<file path="config.mk">
export PLATFORM = sky130hd
export DESIGN_NAME = cascade_stage_sequencer
export DESIGN_NICKNAME = d
export VERILOG_FILES = /design/src/rtl/cascade_pkg.sv /design/src/rtl/feature_range_counter.sv /design/src/rtl/cascade_stage_sequencer.sv
export SDC_FILE = /design/constraint.sdc
export NUM_CORES = 1
export LEC_CHECK = 0
export ABC_AREA = 1
export BUFFER_PORTS_ARGS = -buffer_cell sky130_fd_sc_hd__buf_4
export CAP_MARGIN = 20
export CORE_MARGIN = 4
export CORE_UTILIZATION = 63
export DETAILED_ROUTE_END_ITERATION = 16
export PLACE_DENSITY = 0.86
export SLEW_MARGIN = 10
export SYNTH_ARGS = -nofsm -noshare
export SYNTH_HDL_FRONTEND = slang
export SYNTH_SLANG_ARGS = --single-unit
</file>
<file path="constraint.sdc">
create_clock -name clk -period 4.06 [get_ports clk]
set_clock_uncertainty 0.2 [all_clocks]
set_input_delay 0.203 -clock clk [delete_from_list [all_inputs] [get_ports clk]]
set_output_delay 0.203 -clock clk [all_outputs]
set_load 0.02 [all_outputs]
</file>
<file path="src/rtl/cascade_pkg.sv">
// Shared types and default sizing for the cascade stage sequencer.
package cascade_pkg;

  localparam int DEF_W_FEAT_ADDR = 12;
  localparam int DEF_N_STAGES    = 25;
  localparam int DEF_W_STAGE     = 5;

  typedef enum logic [2:0] {
    ST_IDLE,
    ST_FETCH,
    ST_LOAD,
    ST_ISSUE,
    ST_WAIT_RES,
    ST_DONE
  } state_t;

endpackage

</file>
<file path="src/rtl/feature_range_counter.sv">
// Walks one stage's half-open feature range [base, end): holds the current index
// and the stage end, precomputes the last-beat flag, and flags empty ranges.
module feature_range_counter #(
  parameter int W = 12
) (
  input  logic         clk,
  input  logic         rst,
  input  logic         load,
  input  logic         advance,
  input  logic [W-1:0] base,
  input  logic [W-1:0] end_in,
  output logic [W-1:0] cur,
  output logic [W-1:0] end_reg,
  output logic         last,
  output logic         empty
);

  // A malformed end (below base) is treated the same as an empty stage.
  assign empty = (end_in <= base);

  // Range registers: load at stage start, step once per accepted beat.
  always_ff @(posedge clk) begin
    // NOTE: sequential state uses non-blocking assignments so every flop samples pre-edge values.
    if (rst) begin
      cur     <= '0;
      end_reg <= '0;
      last    <= 1'b0;
    end else if (load) begin
      cur     <= base;
      end_reg <= end_in;
      last    <= (end_in == base + W'(1));
    end else if (advance) begin
      cur     <= cur + W'(1);
      // The next beat is last when cur+1 == end_reg-1.
      last    <= (cur + W'(2) == end_reg);
    end
  end

endmodule

</file>
<file path="src/rtl/cascade_stage_sequencer.sv">
// Walks the classifier cascade one stage at a time: fetches each stage's
// cumulative end index, streams its feature indices over valid/ready and
// folds the per-stage verdicts into one detection result per window.
// Optional feature: define CASCADE_EARLY_EXIT_EN to end the window on the
// first failing stage verdict.
module cascade_stage_sequencer
  import cascade_pkg::*;
#(
  parameter int W_FEAT_ADDR = DEF_W_FEAT_ADDR,
  parameter int N_STAGES    = DEF_N_STAGES,
  parameter int W_STAGE     = DEF_W_STAGE
) (
  input  logic                   clk,
  input  logic                   rst,
  input  logic                   start,
  output logic                   busy,
  output logic                   done,
  output logic                   detected,
  output logic                   fc_ena,
  output logic [W_STAGE-1:0]     fc_addra,
  input  logic [W_FEAT_ADDR-1:0] fc_doa,
  output logic                   feat_valid,
  input  logic                   feat_ready,
  output logic [W_FEAT_ADDR-1:0] feat_addr,
  output logic [W_STAGE-1:0]     feat_stage,
  output logic                   feat_last,
  input  logic                   stage_res_valid,
  input  logic                   stage_pass
);

  state_t                 state, state_next;
  logic [W_STAGE-1:0]     stage;
  logic [W_FEAT_ADDR-1:0] base;
  logic [W_FEAT_ADDR-1:0] end_reg;
  logic                   all_pass;
  logic                   range_empty;
  logic                   handshake;
  logic                   verdict;
  logic                   last_stage;
  logic                   stop_here;

  assign handshake  = feat_valid & feat_ready;
  assign verdict    = (state == ST_WAIT_RES) & stage_res_valid;
  assign last_stage = (stage == W_STAGE'(N_STAGES - 1));

`ifdef CASCADE_EARLY_EXIT_EN
  assign stop_here = last_stage | ~stage_pass;
`else
  assign stop_here = last_stage;
`endif

  // Stage index drives both the ROM address and the beat's stage tag.
  assign fc_addra   = stage;
  assign feat_stage = stage;

  feature_range_counter #(
    .W(W_FEAT_ADDR)
  ) u_range (
    .clk    (clk),
    .rst    (rst),
    .load   (state == ST_LOAD),
    .advance(handshake),
    .base   (base),
    .end_in (fc_doa),
    .cur    (feat_addr),
    .end_reg(end_reg),
    .last   (feat_last),
    .empty  (range_empty)
  );

  // State register.
  always_ff @(posedge clk) begin
    if (rst) state <= ST_IDLE;
    else     state <= state_next;
  end

  // Next-state logic.
  always_comb begin
    // NOTE: default first so every path assigns state_next and no latch is inferred.
    state_next = state;
    unique case (state)
      ST_IDLE:     if (start) state_next = ST_FETCH;
      ST_FETCH:    state_next = ST_LOAD;
      ST_LOAD:     state_next = range_empty ? ST_WAIT_RES : ST_ISSUE;
      ST_ISSUE:    if (handshake && feat_last) state_next = ST_WAIT_RES;
      ST_WAIT_RES: if (stage_res_valid) state_next = stop_here ? ST_DONE : ST_FETCH;
      ST_DONE:     state_next = ST_IDLE;
      default:     state_next = ST_IDLE;
    endcase
  end

  // Registered outputs and per-window bookkeeping (stage, base, verdict AND).
  always_ff @(posedge clk) begin
    // NOTE: synchronous reset is sampled only on the clock edge, so it lives inside the clocked branch.
    if (rst) begin
      stage      <= '0;
      base       <= '0;
      all_pass   <= 1'b1;
      busy       <= 1'b0;
      done       <= 1'b0;
      detected   <= 1'b0;
      fc_ena     <= 1'b0;
      feat_valid <= 1'b0;
    end else begin
      busy       <= state_next inside {ST_FETCH, ST_LOAD, ST_ISSUE, ST_WAIT_RES};
      done       <= (state_next == ST_DONE);
      fc_ena     <= (state_next == ST_FETCH);
      feat_valid <= (state_next == ST_ISSUE);

      if (state == ST_IDLE && start) begin
        stage    <= '0;
        base     <= '0;
        all_pass <= 1'b1;
        detected <= 1'b0;
      end

      if (verdict) begin
        all_pass <= all_pass & stage_pass;
        base     <= end_reg;
        if (stop_here) detected <= all_pass & stage_pass;
        else           stage    <= stage + W_STAGE'(1);
      end
    end
  end

endmodule
</file>
==> impl_metrics.py, run 1 <==
metrics = {
    "floorplanning": {
        "die_y_um": 81.7,
        "ios": 46,
        "core-area_um2": 5170,
        "dieArea_um2": 6670,
        "die_w_um": 81.7,
        "start_util": 0.661,
        "std_cell_rows": 26,
    },
    "hold_path": {
        "worstHoldStart": "fc_doa[1]",
        "hold_class": "input port to flop",
    },
    "yosys": {
        "synth_area_um2": 3420,
        "ys_types": 34,
        "synth_area_leaders": "dfxtp_1 (30%), nand2_1 (19%), inv_1 (7.6%)",
        "async_flop_share": 0,
        "yosysTopAreaCell": "dfxtp_1",
        "synth_top_area_frac": 0.299,
        "synth_edf_count": 0,
        "ys.flop_type": "dfxtp_1",
        "synth.most_common_cell": "nand2_1",
        "syn_area_per_cell_um2": 6.33,
        "yosys_warnings": 0,
        "ys_seq_area_frac": 0.299,
        "synth-seq-cells": 51,
        "synth_common_cells": "nand2_1 (169), inv_1 (69), dfxtp_1 (51)",
        "syn_nets": 575,
        "synthesis.instances": 540,
    },
    "timing": {
        "rsz0062_at_grt": "false",
        "tightest_slew_ns": 0.521,
        "setup_viol": 0,
        "period_share": 0.569,
        "fmax_mhz": 433,
        "final.setup.tns_ns": 0,
        "period_needed_ns": 2.31,
        "slew_headroom": 0.652,
        "setup_slack_ns": 1.75,
        "maxSlewViolCount": 0,
        "hold_viol_final": 0,
    },
    "critical_path": {
        "cp_max_fo": 5,
        "critPathLaunchType": "input port",
        "cp_common_cell": "inv_1",
        "reg2reg_from": "base[5]",
        "startpoint": "fc_doa[10]",
        "path_cells": "dlygate4sd3_1 > buf_4 > ha_1 > nand4_1 > nor2_1 > inv_1 > o211ai_1 > a21oi_1 > nand2_1 > inv_1",
        "cpPeakStageDelay_ns": 0.54,
        "crit_required_ns": 4.08,
        "arrival_ns": 2.33,
        "crit_type": "input port to flop",
        "setup.worst_path.end_class": "flop",
        "cpMaxStageDelayCell": "dlygate4sd3_1",
    },
    "layout": {
        "area_growth_pct": 13.9,
        "nets": 613,
        "layout-drive-gt1-share": 0.114,
        "diodes": 0,
        "fin_area_um2": 3890,
        "final_core_util": 0.753,
        "num-fill-cells": 404,
    },
    "power": {
        "p_int_w": 0.000762,
        "power.density_nw_per_um2": 291,
        "pwr-share-clk": 0.280,
        "power_frac_seq": 0.498,
        "comb_power_share": 0.222,
        "cellLeakagePower_nw": 1.71,
        "switching_share": 0.328,
        "p_switching_w": 0.000372,
        "peakVddDrop_mv": 0.160,
    },
    "route": {
        "wl_per_cell_um": 13.9,
        "final_antenna_net_count": 0,
        "wl_um": 8990,
        "drc_errors": 0,
        "drtIter0Drc": 262,
        "vias": 3588,
        "vias_per_cell": 5.53,
        "first_pass_iters": 5,
    },
    "place": {
        "dp_hpwl_um": 6900,
        "pre_cts_slack_ns": 1.83,
        "gp_congestion": 0.913,
        "port_buffers": 45,
        "post_dp_cell_area_um2": 3740,
    },
    "global_routing": {
        "grt_pass1_vias": 3293,
        "grt_pass1_wl_um": 15400,
        "grt_overflow": 0,
        "grt_max_degree": 33,
        "antenna_found_initial": 0,
        "grtUsageTotal": 0.293,
    },
    "cts": {
        "clk_path_buf_depth": 2,
        "clkSinkCount": 51,
        "h-tree-depth": 2,
        "cts-root-buf": "clkbuf_8",
        "clkTransAtPathRegs_ns": 0.10,
        "clock_latency_ns": 0.31,
        "cts_setup_buffers": 0,
        "numCtsBuffers": 5,
        "cts_tree": "done",
    },
    "status": {
        "status": "complete, no violations",
    },
    "run": {
        "drv_cap": 0,
    },
}
timing repair:
action	4_1_cts	5_1_grt
hold buffers	6	0
resized for setup	0	0
endpoints found under the hold margin	6	0
area by class of cell:
class | instances | area, µm² | area share
clock buffers | 6 | 82.6 | 0.0212
clock inverters | 2 | 16.3 | 0.00418
inverters | 71 | 267 | 0.0684
multi-input cells | 397 | 2020 | 0.518
flip-flops and latches | 51 | 1020 | 0.262
well taps | 70 | 87.6 | 0.0225
repair buffers | 52 | 405 | 0.104
power groups by stage:
stage | registers (W) | clock network [W] | logic [W]
CTS | 0.000563 | 0.000318 | 0.000248
finish | 0.000565 | 0.000318 | 0.000252
floorplan | 0.000579 | 0 | 0.000155
global route | 0.000569 | 0.000340 | 0.000283
global placement | 0.000573 | 0 | 0.000234
detailed placement | 0.000575 | 0 | 0.000242
cells by family (layout without fill, tap and decap cells):
logic type / after synthesis / count (layout) / share of synthesized area
and+or+nand+nor: 278 / 278 / 0.344
AOI/OAI and AO/OA: 84 / 84 / 0.133
xor gates and xnor gates: 18 / 18 / 0.0501
adders and majority gates: 17 / 17 / 0.0622
DFF: 51 / 51 / 0.299
buffers and inverters: 92 / 131 / 0.112
cell usage in the layout, fill, tap and decap left out, drive strengths merged, types with 2 or more instances in the layout:
cell type	instances
nand3b	2
nor2	52
o21ai	25
ha	17
or2	2
a21oi	42
xnor2	7
dfxtp	51
buf	46
nand2	172
inv	71
a31oi	8
clkbuf	6
xor2	10
nand3	35
nand4	14
dlygate4sd3	6
layer usage:
layer	vias to the layer above	track usage	routed length (µm)
met3	15	0.0482	797
met2	161	0.468	4080
li1	1802	-	-
met4	0	0.0764	133
met5	-	0	0
met1	1610	0.411	3980
per-stage QoR:
step	hold WS, ns	power [W]	cells
floorplan	0.0928	0.000734	540
global placement	0.243	0.000807	635
detailed placement	0.272	0.000817	635
CTS	0.0105	0.00113	649
global route	0.0560	0.00119	649
finish	0.0184	0.00113	649
worst paths after layout:
kind                        endpoint  slack [ns]  cells after the start
hold reg to reg             detected        0.28                      2
setup reg to reg          feat_valid        1.80                      9
hold / removal    u_range.end_reg[1]        0.02                      3
setup / recovery          feat_valid        1.75                     10
critical path: cells and delay by family:
family	cells	cell delay [ns]
AO/OA/AOI/OAI	2	0.61
adder cells (fa/ha/maj)	1	0.29
buffers and inverters	4	0.81
AND/OR/NAND/NOR	3	0.42
No activity file was read; power rests on OpenSTA's default activity.
==> inputs of run 2 (changes only) <==
ABC_AREA = 0   (was 1)
CORE_UTILIZATION = 58   (was 63)
PLACE_DENSITY = 0.81   (was 0.86)
clock period = 2.3 ns   (was 4.06 ns; I/O delays follow)
==> run 2 against run 1 <==
Sequential cell count did not move. Core utilization fell by 0.61 points. Critical path type unchanged. Sequential share of layout area fell by 1.2 points. Wire length rose by 2.0%.
==> impl_metrics.py, run 2 <==
metrics = {
    "layout": {
        "nets": 518,
        "final_core_util": 0.747,
        "num-fill-cells": 420,
        "layout-drive-gt1-share": 0.190,
        "final_cells": 556,
        "final_cell_mix": "buf_4 (65), nand2_1 (58), dfxtp_1 (50)",
        "layout_commonest_cell": "buf_4",
        "area_growth_pct": 25.7,
        "multiInputGateArea_um2": 2110,
        "diodes": 0,
        "regArea_um2": 1020,
    },
    "place": {
        "dp_hpwl_um": 6520,
        "port_buffers": 45,
        "gp_congestion": 0.918,
        "placedCellCount": 536,
    },
    "floorplanning": {
        "start_util": 0.594,
        "ios": 46,
        "die_y_um": 82.9,
        "core-area_um2": 5470,
        "dieArea_um2": 6870,
        "std_cell_rows": 27,
        "die_w_um": 82.9,
    },
    "critical_path": {
        "reg2reg_from": "base[9]",
        "timing.critical_path.buf_inv": 2,
        "setup.worst_path.end_class": "flop",
        "critPathLaunchType": "input port",
        "cpPeakStageDelay_ns": 0.64,
        "crit_family": "buffers and inverters",
        "crit_type": "input port to flop",
        "cpMaxStageDelayCell": "dlygate4sd3_1",
        "arrival_ns": 2.26,
        "crit_required_ns": 2.32,
        "startpoint": "fc_doa[5]",
        "worstReg2RegEnd": "detected",
        "path_cells": "dlygate4sd3_1 > ha_4 > nand4_1 > or2_1 > buf_4 > o31ai_2 > o21ai_1 > o31ai_1",
        "ff2ff_setup_slack_ns": 0.09,
        "worst_r2r_path_depth": 8,
        "cp_max_fo": 3,
    },
    "global_routing": {
        "grtUsageTotal": 0.259,
        "grt_pass1_vias": 3116,
        "antenna_found_initial": 0,
        "grt_max_degree": 49,
        "grt_pass1_wl_um": 14800,
        "grt_overflow": 0,
    },
    "yosys": {
        "synth-seq-cells": 51,
        "syn_area_per_cell_um2": 7.73,
        "synth_common_cells": "nand2_1 (58), dfxtp_1 (51), a21oi_1 (45)",
        "synth_top_area_frac": 0.314,
        "synth.most_common_cell": "nand2_1",
        "yosys_warnings": 0,
        "ys_types": 52,
        "async_flop_share": 0,
        "synth_area_um2": 3250,
        "synthesis.instances": 421,
        "ys.flop_type": "dfxtp_1",
        "synth_area_leaders": "dfxtp_1 (31%), a21oi_1 (6.9%), nand2_1 (6.7%)",
        "ys_seq_area_frac": 0.314,
        "synth_edf_count": 0,
        "syn_nets": 456,
        "yosysTopAreaCell": "dfxtp_1",
    },
    "route": {
        "final_antenna_net_count": 0,
        "wl_per_cell_um": 16.5,
        "first_pass_iters": 5,
        "wl_um": 9170,
        "vias": 3348,
        "drtIter0Drc": 337,
        "vias_per_cell": 6.02,
        "drc_errors": 0,
    },
    "hold_path": {
        "hold_end": "fc_addra[4]",
        "hold_class": "input port to flop",
        "worstHoldStart": "stage_res_valid",
        "holdPathStages": 4,
    },
    "cts": {
        "numCtsBuffers": 5,
        "clock_latency_ns": 0.31,
        "cts-root-buf": "clkbuf_8",
        "cts_tree": "done",
        "clkSinkCount": 51,
        "clk_path_buf_depth": 2,
        "h-tree-depth": 2,
        "clkTransAtPathRegs_ns": 0.09,
    },
    "run": {
        "drv_cap": 0,
    },
    "timing": {
        "hold_viol_final": 0,
        "slew_headroom": 0.619,
        "period_needed_ns": 2.24,
        "period_share": 0.975,
        "setup_viol": 0,
        "tightest_slew_ns": 0.567,
        "final.setup.tns_ns": 0,
        "fmax_mhz": 446,
        "maxSlewViolCount": 0,
        "hold_slack_ns": 0.00405,
    },
    "power": {
        "peakVddDrop_mv": 0.288,
        "cellLeakagePower_nw": 1.64,
        "power.density_nw_per_um2": 508,
    },
    "status": {
        "status": "complete, no violations",
    },
}
==> run 2: logic make-up after synthesis <==
group                    synth area share
buffers and inverters              0.0650
XOR/XNOR                           0.0996
adder cells (fa/ha/maj)            0.0654
AO/OA/AOI/OAI                       0.177
multiplexers                      0.00308
flip-flops                          0.314
AND/OR/NAND/NOR                     0.277
==> run 2: cell type report <==
class	count	area share
inverter	20	0.0184
clock inverter	2	0.00857
clock buffer	6	0.0202
multi-input combinational	323	0.516
timing repair buffer	82	0.165
tap	72	0.0220
sequential	51	0.250
==> run 2: worst max path at each step <==
| stage | to | slack, ns | cells after the start |
|---|---|---|---|
| 2_1_floorplan | busy | 0.006 | 9 |
| 3_3_place_gp | busy | 0.19 | 8 |
| 3_5_place_dp | busy | 0.11 | 8 |
| 4_1_cts | busy | 0.02 | 9 |
| 5_1_grt | busy | -0.006 | 7 |
| 6_report | detected | 0.06 | 8 |
==> run 2: report_power, final <==
group | internal [W] | total, W | leakage (nW) | switching, W
combinational | 0.000193 | 0.000440 | 1.16 | 0.000247
clock | 0.000352 | 0.000650 | 0.0612 | 0.000298
sequential | 0.000925 | 0.000986 | 0.414 | 0.0000613
==> run 2: tightest hold or removal path: cells and delay by family <==
family,cells,cell delay (ns)
and+or+nand+nor,2,0.18
buffers and inverters,1,0.10
AOI/OAI and AO/OA,1,0.07
==> run 2: layer usage <==
metal | up-vias | global-route usage | wire [µm] | share of wire
li1 | 1614 | - | - | -
met1 | 1558 | 0.337 | 3810 | 0.42
met2 | 156 | 0.435 | 4530 | 0.49
met3 | 20 | 0.0407 | 677 | 0.074
met4 | 0 | 0.0892 | 157 | 0.017
met5 | - | 0 | 0 | 0
==> run 2: metrics by stage <==
step	setup WS (ns)	power (W)	area [µm²]
2_1_floorplan	0.00555	0.00125	3250
3_3_place_gp	0.186	0.00139	3730
3_5_place_dp	0.113	0.00140	3730
4_1_cts	0.0170	0.00207	4000
5_1_grt	-0.00647	0.00217	4090
6_report	0.0583	0.00208	4090
==> run 2: what timing repair did <==
item | in CTS | in global routing
setup endpoints to repair | 0 | 7
resized for setup | 0 | 19
setup buffers | 0 | 2
hold endpoints to repair | 16 | 0
hold buffers | 15 | 0
==> inputs of run 3 (changes only) <==
CORE_UTILIZATION = 40   (was 58)
PLACE_DENSITY = not set   (was 0.81)
==> run 3 against run 2 <==
Die area up 40%. Count of clock-buffer cells in the layout unchanged. Sequential share of layout area down 0.084 points. Core utilization down 22 points. Global-route usage down 6.5 points. Cell area up 0.34%. Combinational power about the same. Final cell count up 6.3%. First-iteration DRC count down 25%. Critical path type unchanged. Critical endpoint is now busy.
==> impl_metrics.py, run 3 (synthesis gave the netlist of run 2 again) <==
metrics = {
    "status": {
        "status": "complete, no violations",
    },
    "timing": {
        "fmax_mhz": 443,
        "period_needed_ns": 2.26,
        "setup_viol": 0,
        "maxSlewViolCount": 0,
        "hold_viol_final": 0,
        "period_share": 0.982,
        "slew_headroom": 0.560,
        "rsz0062_at_grt": "true",
        "tightest_slew_ns": 0.656,
    },
    "power": {
        "power_frac_seq": 0.493,
        "cellLeakagePower_nw": 1.60,
        "comb_power_share": 0.219,
        "power.density_nw_per_um2": 488,
        "switching_share": 0.317,
        "p_switching_w": 0.000633,
        "p_int_w": 0.00137,
        "pwr-share-clk": 0.289,
        "finalPower_w": 0.00200,
        "peakVddDrop_mv": 0.273,
    },
    "critical_path": {
        "setup.worst_path.end_class": "flop",
        "cp_max_fo": 3,
        "crit_required_ns": 2.34,
        "cpMaxStageDelayCell": "dlygate4sd3_1",
        "worst_r2r_path_depth": 8,
        "cpPeakStageDelay_ns": 0.54,
        "path_cells": "dlygate4sd3_1 > buf_4 > ha_1 > nand4_1 > or2_1 > a21o_1 > and4_4 > or3_1 > mux2i_1",
        "worstReg2RegEnd": "busy",
        "crit_family": "simple AND/OR/NAND/NOR gates",
        "crit_type": "input port to flop",
        "reg2reg_from": "base[9]",
        "arrival_ns": 2.30,
        "timing.critical_path.buf_inv": 2,
        "critPathLaunchType": "input port",
        "ff2ff_setup_slack_ns": 0.07,
    },
    "layout": {
        "diodes": 0,
        "final_cell_mix": "buf_4 (72), nand2_1 (58), dfxtp_1 (50)",
        "final_core_util": 0.525,
        "layout-drive-gt1-share": 0.190,
        "layout_commonest_cell": "buf_4",
        "area_growth_pct": 26.1,
        "nets": 523,
    },
    "route": {
        "drtIter0Drc": 252,
        "final_antenna_net_count": 0,
        "wl_per_cell_um": 15.9,
        "vias_per_cell": 5.45,
        "vias": 3221,
        "first_pass_iters": 4,
        "wl_um": 9410,
        "drc_errors": 0,
    },
    "place": {
        "gp_congestion": 0.798,
        "dp_hpwl_um": 6900,
        "port_buffers": 45,
    },
    "hold_path": {
        "worstHoldStart": "rst",
        "hold_class": "input port to flop",
        "holdPathStages": 2,
        "hold_end": "state[0]",
    },
    "global_routing": {
        "antenna_found_initial": 0,
        "grt_overflow": 0,
        "grt_pass1_vias": 3170,
        "grt_max_degree": 51,
        "grtUsageTotal": 0.194,
        "grt_pass1_wl_um": 15500,
    },
    "cts": {
        "clkSinkCount": 51,
        "clock_latency_ns": 0.32,
        "clkTransAtPathRegs_ns": 0.09,
        "h-tree-depth": 2,
        "clk_path_buf_depth": 2,
        "cts_tree": "done",
        "cts-root-buf": "clkbuf_8",
        "numCtsBuffers": 5,
    },
    "floorplanning": {
        "die_w_um": 98.2,
        "std_cell_rows": 32,
        "start_util": 0.417,
        "die_y_um": 98.2,
        "core-area_um2": 7810,
        "ios": 46,
        "dieArea_um2": 9640,
    },
    "run": {
        "drv_cap": 0,
    },
}
## run 3: changes by cell type in the layout (fill, tap and decap cells not counted), sizes merged
cell	change
dlygate4sd3	+5
dlymetal6s4s	-5
buf	+5
bufinv	-1
clkinvlp	+1
## run 3: worst max-delay path by stage
| stage | startpoint | endpoint | slack, ns | cells after the start |
|---|---|---|---|---|
| after floorplan | base[9] | busy | 0.006 | 9 |
| after CTS | fc_doa[1] | fc_ena | 0.01 | 9 |
| final | fc_doa[4] | busy | 0.04 | 9 |
| after global placement | base[9] | detected | 0.14 | 8 |
| after global routing | fc_doa[1] | fc_ena | -0.01 | 9 |
| after detailed placement | base[9] | detected | 0.08 | 8 |
## run 3: timing repair
| action | CTS | global route |
|---|---|---|
| setup buffers | 0 | 1 |
| resized for setup | 0 | 8 |
| setup endpoints to repair | 0 | 7 |
| endpoints found under the hold margin | 17 | 0 |
| hold buffers | 15 | 0 |
## run 3: layout make-up
class | instances | area, µm²
fillers | 765 | 3710
multi-input cells | 323 | 2090
flip-flops and latches | 51 | 1020
repair buffers | 87 | 691
well taps | 102 | 128
clock buffers | 6 | 82.6
inverters | 20 | 75.1
clock inverters | 2 | 16.3
## run 3: routing by layer
metal | GRT usage | vias up | part of all wire
met5 | 0 | - | 0
met4 | 0.0672 | 0 | 0.015
met3 | 0.0264 | 12 | 0.041
met2 | 0.325 | 71 | 0.49
met1 | 0.256 | 1513 | 0.46
li1 | - | 1625 | -
## run 3: power groups by stage
stage / logic (W) / clock network (W) / registers, W
after CTS: 0.000428 / 0.000589 / 0.000985
after global placement: 0.000403 / 0 / 0.00100
after global routing: 0.000481 / 0.000619 / 0.000994
after detailed placement: 0.000405 / 0 / 0.00100
final: 0.000438 / 0.000577 / 0.000985
after floorplan: 0.000232 / 0 / 0.00102
## run 3: per-stage QoR
step           setup TNS (ns)  worst slack, ns  std cells  instance area, µm²  hold WS [ns]
6_report                    0           0.0414        591                4100        0.0643
5_1_grt               -0.0101          -0.0101        591                4100        0.0766
4_1_cts                     0           0.0113        590                4030        0.0611
3_5_place_dp                0           0.0834        567                3780         0.197
3_3_place_gp                0            0.136        567                3780         0.189
2_1_floorplan               0          0.00555        421                3250        0.0339
